`config.mk`:
```
export PLATFORM = sky130hd
export DESIGN_NAME = mainbus_xfer_stage
export DESIGN_NICKNAME = d
export VERILOG_FILES = /design/src/rtl/mainbus_pkg.sv /design/src/rtl/mainbus_skid2.sv /design/src/rtl/mainbus_xfer_stage.sv
export SDC_FILE = /design/constraint.sdc
export NUM_CORES = 1
export LEC_CHECK = 0
export CAP_MARGIN = 25
export CELL_PAD_IN_SITES_DETAIL_PLACEMENT = 1
export CELL_PAD_IN_SITES_GLOBAL_PLACEMENT = 1
export CORE_MARGIN = 4
export CORE_UTILIZATION = 30
export DETAILED_ROUTE_END_ITERATION = 8
export GPL_TIMING_DRIVEN = 0
export PLACE_DENSITY = 0.87
export SKIP_LAST_GASP = 1
export SYNTH_ARGS = -nofsm -noshare
export SYNTH_HDL_FRONTEND = slang
export SYNTH_SLANG_ARGS = --single-unit
```
`constraint.sdc`:
```
create_clock -name clk -period 2.3 [get_ports clk]
set_clock_uncertainty 0.2 [all_clocks]
set_input_delay 0.46 -clock clk [delete_from_list [all_inputs] [get_ports clk]]
set_output_delay 0.46 -clock clk [all_outputs]
set_load 0.05 [all_outputs]
```
`src/rtl/mainbus_pkg.sv`:
```
// Shared types and constants for the JAM-1 main-bus transfer stage.
// Optional build macro used by this slice: MAINBUS_XFER_CNT_EN (adds xfer_count).
package mainbus_pkg;

  localparam int unsigned NUM_REGS_DEFAULT = 8;
  localparam int unsigned SEL_W_DEFAULT    = 3;
  // Select fields are stored at this fixed width so one entry type serves any SEL_W <= 8.
  localparam int unsigned SEL_W_MAX        = 8;
  localparam int unsigned DATA_W           = 8;

  localparam logic [DATA_W-1:0] BUS_IDLE = 8'h00;

  typedef struct packed {
    logic                 valid;
    logic                 src_imm;
    logic [SEL_W_MAX-1:0] src_sel;
    logic [DATA_W-1:0]    imm;
    logic [SEL_W_MAX-1:0] dst_sel;
  } xfer_entry_t;

endpackage

```
`src/rtl/mainbus_skid2.sv`:
```
// Two-entry skid buffer for main-bus transfer entries.
// Entry 0 is the head presented downstream; entry 1 catches an accept while the head is held.
// Ports:
//   clk, rst     clock, synchronous active-high reset
//   push_valid   upstream offers push_data
//   push_data    entry to enqueue (valid field must be 1)
//   ready        registered; high when entry 1 is empty
//   pop          head retires at this edge
//   flush        clear both entries and drop any same-cycle push
//   head         entry 0
module mainbus_skid2
  import mainbus_pkg::*;
(
  input  logic        clk,
  input  logic        rst,
  input  logic        push_valid,
  input  xfer_entry_t push_data,
  output logic        ready,
  input  logic        pop,
  input  logic        flush,
  output xfer_entry_t head
);

  xfer_entry_t e0_q, e1_q, e0_d, e1_d;
  logic        ready_q;
  logic        accept;

  assign accept = push_valid & ready_q;
  assign ready  = ready_q;
  assign head   = e0_q;

  // Next-state: flush wins, then pop/advance, then plain enqueue.
  always_comb begin
    e0_d = e0_q;
    e1_d = e1_q;
    if (flush) begin
      e0_d.valid = 1'b0;
      e1_d.valid = 1'b0;
    end else if (pop) begin
      if (e1_q.valid) begin
        e0_d       = e1_q;
        e1_d       = push_data;
        e1_d.valid = accept;
      end else begin
        e0_d       = push_data;
        e0_d.valid = accept;
      end
    end else if (accept) begin
      if (!e0_q.valid) e0_d = push_data;
      else             e1_d = push_data;
    end
  end

  always_ff @(posedge clk) begin
    if (rst) begin
      e0_q    <= '0;
      e1_q    <= '0;
      ready_q <= 1'b1;
    end else begin
      e0_q    <= e0_d;
      e1_q    <= e1_d;
      ready_q <= ~e1_d.valid;
    end
  end

endmodule

```
`src/rtl/mainbus_xfer_stage.sv`:
```
// Main-bus transfer stage: buffers MOV-style transfers and drives the bus plus one
// active-low load strobe for the destination register during the commit cycle.
// Optional macro MAINBUS_XFER_CNT_EN adds a 16-bit count of strobing commits.
// Ports:
//   clk, rst               clock, synchronous active-high reset
//   in_valid/in_ready      transfer handshake (in_ready registered)
//   in_src_sel/in_src_imm/in_imm/in_dst_sel  transfer fields
//   stall, flush           hold / discard
//   reg_q_flat             register outputs, reg i at [8i+7:8i]
//   bus_out                main bus value
//   reg_load_n             active-low per-register load strobes
//   xfer_busy              head entry valid
//   xfer_count             (MAINBUS_XFER_CNT_EN only) strobing commit count
module mainbus_xfer_stage
  import mainbus_pkg::*;
#(
  parameter int unsigned NUM_REGS = NUM_REGS_DEFAULT,
  parameter int unsigned SEL_W    = SEL_W_DEFAULT
) (
  input  logic                  clk,
  input  logic                  rst,
  input  logic                  in_valid,
  output logic                  in_ready,
  input  logic [SEL_W-1:0]      in_src_sel,
  input  logic                  in_src_imm,
  input  logic [7:0]            in_imm,
  input  logic [SEL_W-1:0]      in_dst_sel,
  input  logic                  stall,
  input  logic                  flush,
  input  logic [8*NUM_REGS-1:0] reg_q_flat,
  output logic [7:0]            bus_out,
  output logic [NUM_REGS-1:0]   reg_load_n,
`ifdef MAINBUS_XFER_CNT_EN
  output logic [15:0]           xfer_count,
`endif
  output logic                  xfer_busy
);

  xfer_entry_t push_data;
  xfer_entry_t head;
  logic        commit;
  logic        src_hit, dst_hit, src_ok, self_move, strobe;
  logic [7:0]  src_reg, src_val;
  logic [NUM_REGS-1:0] load_vec;

  always_comb begin
    push_data         = '0;
    push_data.valid   = 1'b1;
    push_data.src_imm = in_src_imm;
    push_data.src_sel = SEL_W_MAX'(in_src_sel);
    push_data.imm     = in_imm;
    push_data.dst_sel = SEL_W_MAX'(in_dst_sel);
  end

  // Commit is suppressed during reset so no strobe escapes in the reset cycle.
  assign commit = head.valid & ~stall & ~flush & ~rst;

  mainbus_skid2 u_skid (
    .clk        (clk),
    .rst        (rst),
    .push_valid (in_valid),
    .push_data  (push_data),
    .ready      (in_ready),
    .pop        (commit),
    .flush      (flush),
    .head       (head)
  );

  // Index decode by match loop: out-of-range selects simply never hit.
  always_comb begin
    src_hit = 1'b0;
    dst_hit = 1'b0;
    src_reg = BUS_IDLE;
    for (int i = 0; i < int'(NUM_REGS); i++) begin
      if (head.src_sel == SEL_W_MAX'(i)) begin
        src_hit = 1'b1;
        src_reg = reg_q_flat[8*i +: 8];
      end
      if (head.dst_sel == SEL_W_MAX'(i)) dst_hit = 1'b1;
    end
  end

  assign src_ok    = head.src_imm | src_hit;
  assign src_val   = head.src_imm ? head.imm : src_reg;
  assign self_move = ~head.src_imm & (head.src_sel == head.dst_sel);
  assign strobe    = commit & src_ok & dst_hit & ~self_move;

  always_comb begin
    load_vec = '0;
    for (int i = 0; i < int'(NUM_REGS); i++) begin
      if (strobe && head.dst_sel == SEL_W_MAX'(i)) load_vec[i] = 1'b1;
    end
  end

  assign reg_load_n = ~load_vec;
  assign bus_out    = (head.valid & src_ok & dst_hit & ~rst) ? src_val : BUS_IDLE;
  assign xfer_busy  = head.valid;

`ifdef MAINBUS_XFER_CNT_EN
  // Counts only commits that actually pulse a strobe; wraps naturally.
  always_ff @(posedge clk) begin
    if (rst)         xfer_count <= 16'h0000;
    else if (strobe) xfer_count <= xfer_count + 16'd1;
  end
`endif

endmodule
```
[Word-level counts from Yosys, hierarchy flattened]
Index checks and enable logic that the tools add are counted.
Widths: inputs -> output; s select.
Word-level totals
  bits in registers: 53
  bits of input ports: 84
  output and inout bits: 18
Cells by class
  eq/ne operators: 17
  multiplexer cells: 43
  bitwise gates (word level): 19
  reduce and logical (&&, ||, !) cells: 15
Operator list (count)
  $mux 26: 7
  $mux 8: 10
  $eq 8x3->1 const B: 8
  $eq 8x2->1 const B: 4
  $mux 1: 25
  $mux 25: 1
  $eq 8x1->1 const B: 2
  $logic_not 8->1: 2
  $and 1x1->1: 11
  $eq 8x8->1: 1
  $logic_and 1x1->1: 8
  $not 8->8: 1
  $not 1->1: 6
  $reduce_and 4->1: 1
  $reduce_bool 2->1: 2
  $reduce_and 3->1: 1
  $ne 2x1->1 const B: 1
  $ne 2x2->1 const B: 1
  $reduce_or 2->1: 1
  $or 1x1->1: 1

[Logic depth before layout (Yosys ltp)]
  depth in word-level cells: 16
  mapped depth: 6
  depth with buffers taken out: 4

[By module]
Synthesis repeated with hierarchy kept, for this count alone.
Second synthesis, totals
  cell total of the unflattened synthesis: 423
  area, all modules: 3823.7 um^2
Modules (own cells, without submodules)
  mainbus_skid2: instances 1, cells each 273, area an instance 2765.2 um^2
  mainbus_xfer_stage: instances 1, cells each 150, area an instance 1058.5 um^2

[Least setup slack after synthesis]
OpenSTA, ideal clock, no wires.
  path kind: reg-to-output
  start: reg u_skid.e0_q (netlist bit u_skid.head[25])
  end: out bus_out[6]
  arrival: 3487 ps
  setup slack: -1847 ps
  stages on the path, launching flop included: 3
  path through: dfxtp_1 -> nand2_1 -> a2111oi_0
Between the ends
  longest elaborated chain between the ends: 4
Ends and longest elaborated chain
  from (decl): line mainbus_skid2.sv:24  | xfer_entry_t e0_q, e1_q, e0_d, e1_d;
  from (signal assigned): line mainbus_skid2.sv:56  | e0_q <= '0;
  from (signal assigned): line mainbus_skid2.sv:60  | e0_q <= e0_d;
  $and 1x1->1 (3 in series): line mainbus_xfer_stage.sv:96  | assign bus_out = (head.valid & src_ok & dst_hit & ~rst) ? src_val : BUS_IDLE;
  $mux 8: line mainbus_xfer_stage.sv:96
  to (decl): line mainbus_xfer_stage.sv:31  | output logic [7:0] bus_out,
Every way passes these cells.

[Worst setup path after layout]
  start: reg u_skid.e0_q (netlist bit u_skid.head[18])
  end: out reg_load_n[3]
Between the ends
  longest elaborated chain between the ends: 16
Ends and longest elaborated chain
  $logic_not 8->1: line mainbus_xfer_stage.sv:75  | if (head.src_sel == SEL_W_MAX'(i)) begin
  $mux 1 (8 in series): line mainbus_xfer_stage.sv:75
  $or 1x1->1: line mainbus_xfer_stage.sv:83  | assign src_ok = head.src_imm | src_hit;
  $and 1x1->1 (2 in series): line mainbus_xfer_stage.sv:86  | assign strobe = commit & src_ok & dst_hit & ~self_move;
  $and 1x1->1 *: line mainbus_xfer_stage.sv:86
  $logic_and 1x1->1 *: line mainbus_xfer_stage.sv:91  | if (strobe && head.dst_sel == SEL_W_MAX'(i)) load_vec[i] = 1'b1;
  $mux 1 *: line mainbus_xfer_stage.sv:91
  $not 8->8 *: line mainbus_xfer_stage.sv:95  | assign reg_load_n = ~load_vec;
  to (decl): line mainbus_xfer_stage.sv:32  | output logic [NUM_REGS-1:0] reg_load_n,
Every way passes the cells marked *; elsewhere a longest branch is shown, timed or not.

==> results.txt <==
Status = finished with violations
Failing checks = negative setup slack
Die area = 9140 um2
Pleak = 1.62 nW
Slew HR = 61.1%
Drt initial violations = 137
Fin Setup TNS = -5080 ps
Number of vias per cell = 5.72
Initial antenna violation count = 0
Pwr Density = 416 nW/um2
Syn_nets = 353
Clock sink count = 34
Seq/Total Area, Yosys = 29.6%
Core area = 7370 um2
Hold Fails Final Rpt = 0
Total CTS buffers = 5
Placed insts = 469
Unique masters post-synth = 36
H-Tree Depth = 2
Post-Layout Cell Count = 500
Setup CP Type = register to output port
DRC viols = 0
Clk slew on worst S/H paths = 80 ps
First-pass GRT wire length = 16,900 um
Mean post-synth cell area = 8.56 um2
Vias in the first global route = 3,007
Total track usage = 24.2%
Fillers = 778
DRT Pass-1 Iters = 4
Worst EP required = 1640 ps
Synth Warn # = 0
Setup-failing EPs final = 17
WL final = 13,100 um
Pin count of the biggest net entering global routing = 12
Total number of vias = 2,858
Fin crit period = 2710 ps
Drt wl/cell = 26.2 um
Hpwl dp = 7240 um
Element type at the critical path end = output port
Worst-path cell chain = buf_8 > clkinvlp_4 > buf_4 > a2111oi_4 > buf_4 > nand3_4 > buf_8
I/O Pins = 102
Crit share post-route = 118%
MaxCap Viol Count = 0
Peak Freq = 0.369 GHz
Die H = 95.6 um
FP Rows = 31
Worst Setup Start Kind = register
Area Growth Syn to Fin = 89.3%
Starting Density = 31.2%
Commonest non-fill, non-tap cell in the layout = clkdlybuf4s50_1
GRT overflow = 0
Die Wd = 95.6 um
RePlAce Congestion = 0.807
Synth Register Bits = 34
Syn Inst Count = 269
Slew @ Worst Pin = 583 ps
Ant diodes = 0
CTS tree = yes
Antenna Violating Nets Remaining = 0
Worst setup margin = -408 ps
Commonest cells after routing, fill and taps aside = 76 x clkdlybuf4s50_1, 41 x mux2i_1, 39 x nor2_1, 27 x dfxtp_1, 24 x buf_4
Maximum vdd ir drop = 0.329 mV
Crit Path Max Fanout = 5
Longest Clk Path Bufs = 2
Buffers on Ports = 101
Syn Std Cell Area = 2300 um2
Layout cell share with drive strength beyond 1 = 34.9%
Final Max Slew Viols = 0
CP arrival = 2050 ps
Clock root buffer = clkbuf_8
Worst hold path class = input pin to register
RSZ-0062 raised after global routing = true
CP peak stage delay = 420 ps
Clock latency at the later pin of the worst-skew pair = 300 ps
Crit path max-delay cell type = a2111oi_4
Final layout net count = 484
Dpl ws = -1450 ps
logic make-up (layout without fill, tap and decap cells):
| group | count (synthesis) | after routing | share of synthesized area [%] |
|---|---|---|---|
| buffers and inverters | 28 | 160 | 5.87 |
| muxes | 54 | 54 | 24.6 |
| and+or+nand+nor | 88 | 88 | 19.5 |
| xor gates and xnor gates | 2 | 2 | 0.761 |
| DFF | 34 | 34 | 29.6 |
| AOI/OAI and AO/OA | 63 | 63 | 19.7 |
power breakdown:
group	internal, mW	total (mW)	leakage (nW)	switching [mW]
clock	0.210	0.426	0.0450	0.216
sequential	0.612	0.646	0.281	0.0334
combinational	0.373	0.744	1.29	0.371
total	1.20	1.82	1.62	0.620
final timing paths:
path / from / endpoint / slack (ps) / cells after the start
hold / removal: flush / u_skid.head[25] / 210 / 2
setup reg to reg: u_skid.head[25] / u_skid.head[16] / -30 / 7
setup / recovery: u_skid.head[18] / reg_load_n[3] / -410 / 7
hold reg to reg: u_skid.e1_q[15] / u_skid.e1_q[15] / 300 / 2
synthesized netlist by cell type:
| cell type | n | area share, % |
|---|---|---|
| nand3_1 | 3 | 0.65 |
| or3b_2 | 1 | 0.38 |
| dfxtp_1 | 34 | 30 |
| buf_6 | 3 | 1.5 |
| a21o_1 | 1 | 0.33 |
| a2111oi_2 | 2 | 1.3 |
| a21oi_2 | 1 | 0.38 |
| buf_1 | 2 | 0.33 |
| o21ai_0 | 4 | 0.87 |
| or2_1 | 1 | 0.27 |
| buf_2 | 6 | 1.3 |
| or4bb_1 | 1 | 0.49 |
| nand4bb_1 | 5 | 2.4 |
| a2111oi_0 | 2 | 0.76 |
| o21a_1 | 1 | 0.33 |
| inv_1 | 4 | 0.65 |
| mux2i_1 | 52 | 23 |
| nand2_1 | 11 | 1.8 |
| nor3b_1 | 2 | 0.65 |
| a211oi_1 | 29 | 9.5 |
| mux4_2 | 2 | 2.0 |
| nor2b_1 | 7 | 1.9 |
| o31ai_1 | 1 | 0.33 |
| nor3_1 | 9 | 2.0 |
| a22oi_1 | 1 | 0.33 |
| or2_2 | 1 | 0.27 |
| o211ai_1 | 1 | 0.33 |
| or3_1 | 1 | 0.27 |
| o221ai_1 | 6 | 2.3 |
| nor2_1 | 41 | 6.7 |
| a21oi_1 | 14 | 3.0 |
| or4_1 | 1 | 0.33 |
| or4b_4 | 1 | 0.60 |
| clkbuf_1 | 13 | 2.1 |
| nand2b_1 | 3 | 0.82 |
| xor2_1 | 2 | 0.76 |
stage by stage:
step                hold slack [ps]  power (mW)  instance area, um2  util [%]
detailed placement              285        1.20                3710      50.3
global route                    200        1.88                4360      59.2
CTS                             201        1.69                4110      55.8
floorplan                       260       0.958                2570         -
finish                          206        1.82                4360      59.2
global placement                271        1.18                3710      50.3
what timing repair did:
item | CTS | global route
setup buffers | 16 | 7
gates cloned | 1 | 2
resized for setup | 180 | 37
pin swaps | 13 | 10
hold buffers | 0 | 0
setup endpoints to repair | 46 | 28
hold endpoints to repair | 0 | 0
registers in the layout, summed over array words and instances (netlist names):
name	flops
u_skid.e1_q	16
u_skid.head	17
u_skid.ready	1
layout make-up:
class,count,area [um2],share of cell area [%]
Buffer,21,215,4.94
Clock buffer,6,72.6,1.66
Clock inverter,2,10.0,0.230
Inverter,4,18.8,0.431
Multi-Input combinational cell,207,1930,44.3
Sequential cell,34,702,16.1
Tap cell,99,124,2.84
Timing Repair Buffer,127,1290,29.5
layer usage:
layer  GRT usage, %  wire, um  share of wire (%)
met2           43.8      6560                 50
met1           26.3      4950                 38
met3           7.10      1220                9.3
met4           9.36       352                2.7
met5              0         0                  0
critical path, delay by kind of cell (launching register included):
| family | cells | cell delay [ps] |
|---|---|---|
| and+or+nand+nor | 1 | 90 |
| buffers and inverters | 5 | 820 |
| AOI/OAI and AO/OA | 1 | 420 |
| DFF | 1 | 410 |
No activity file was read; power rests on OpenSTA's default activity.
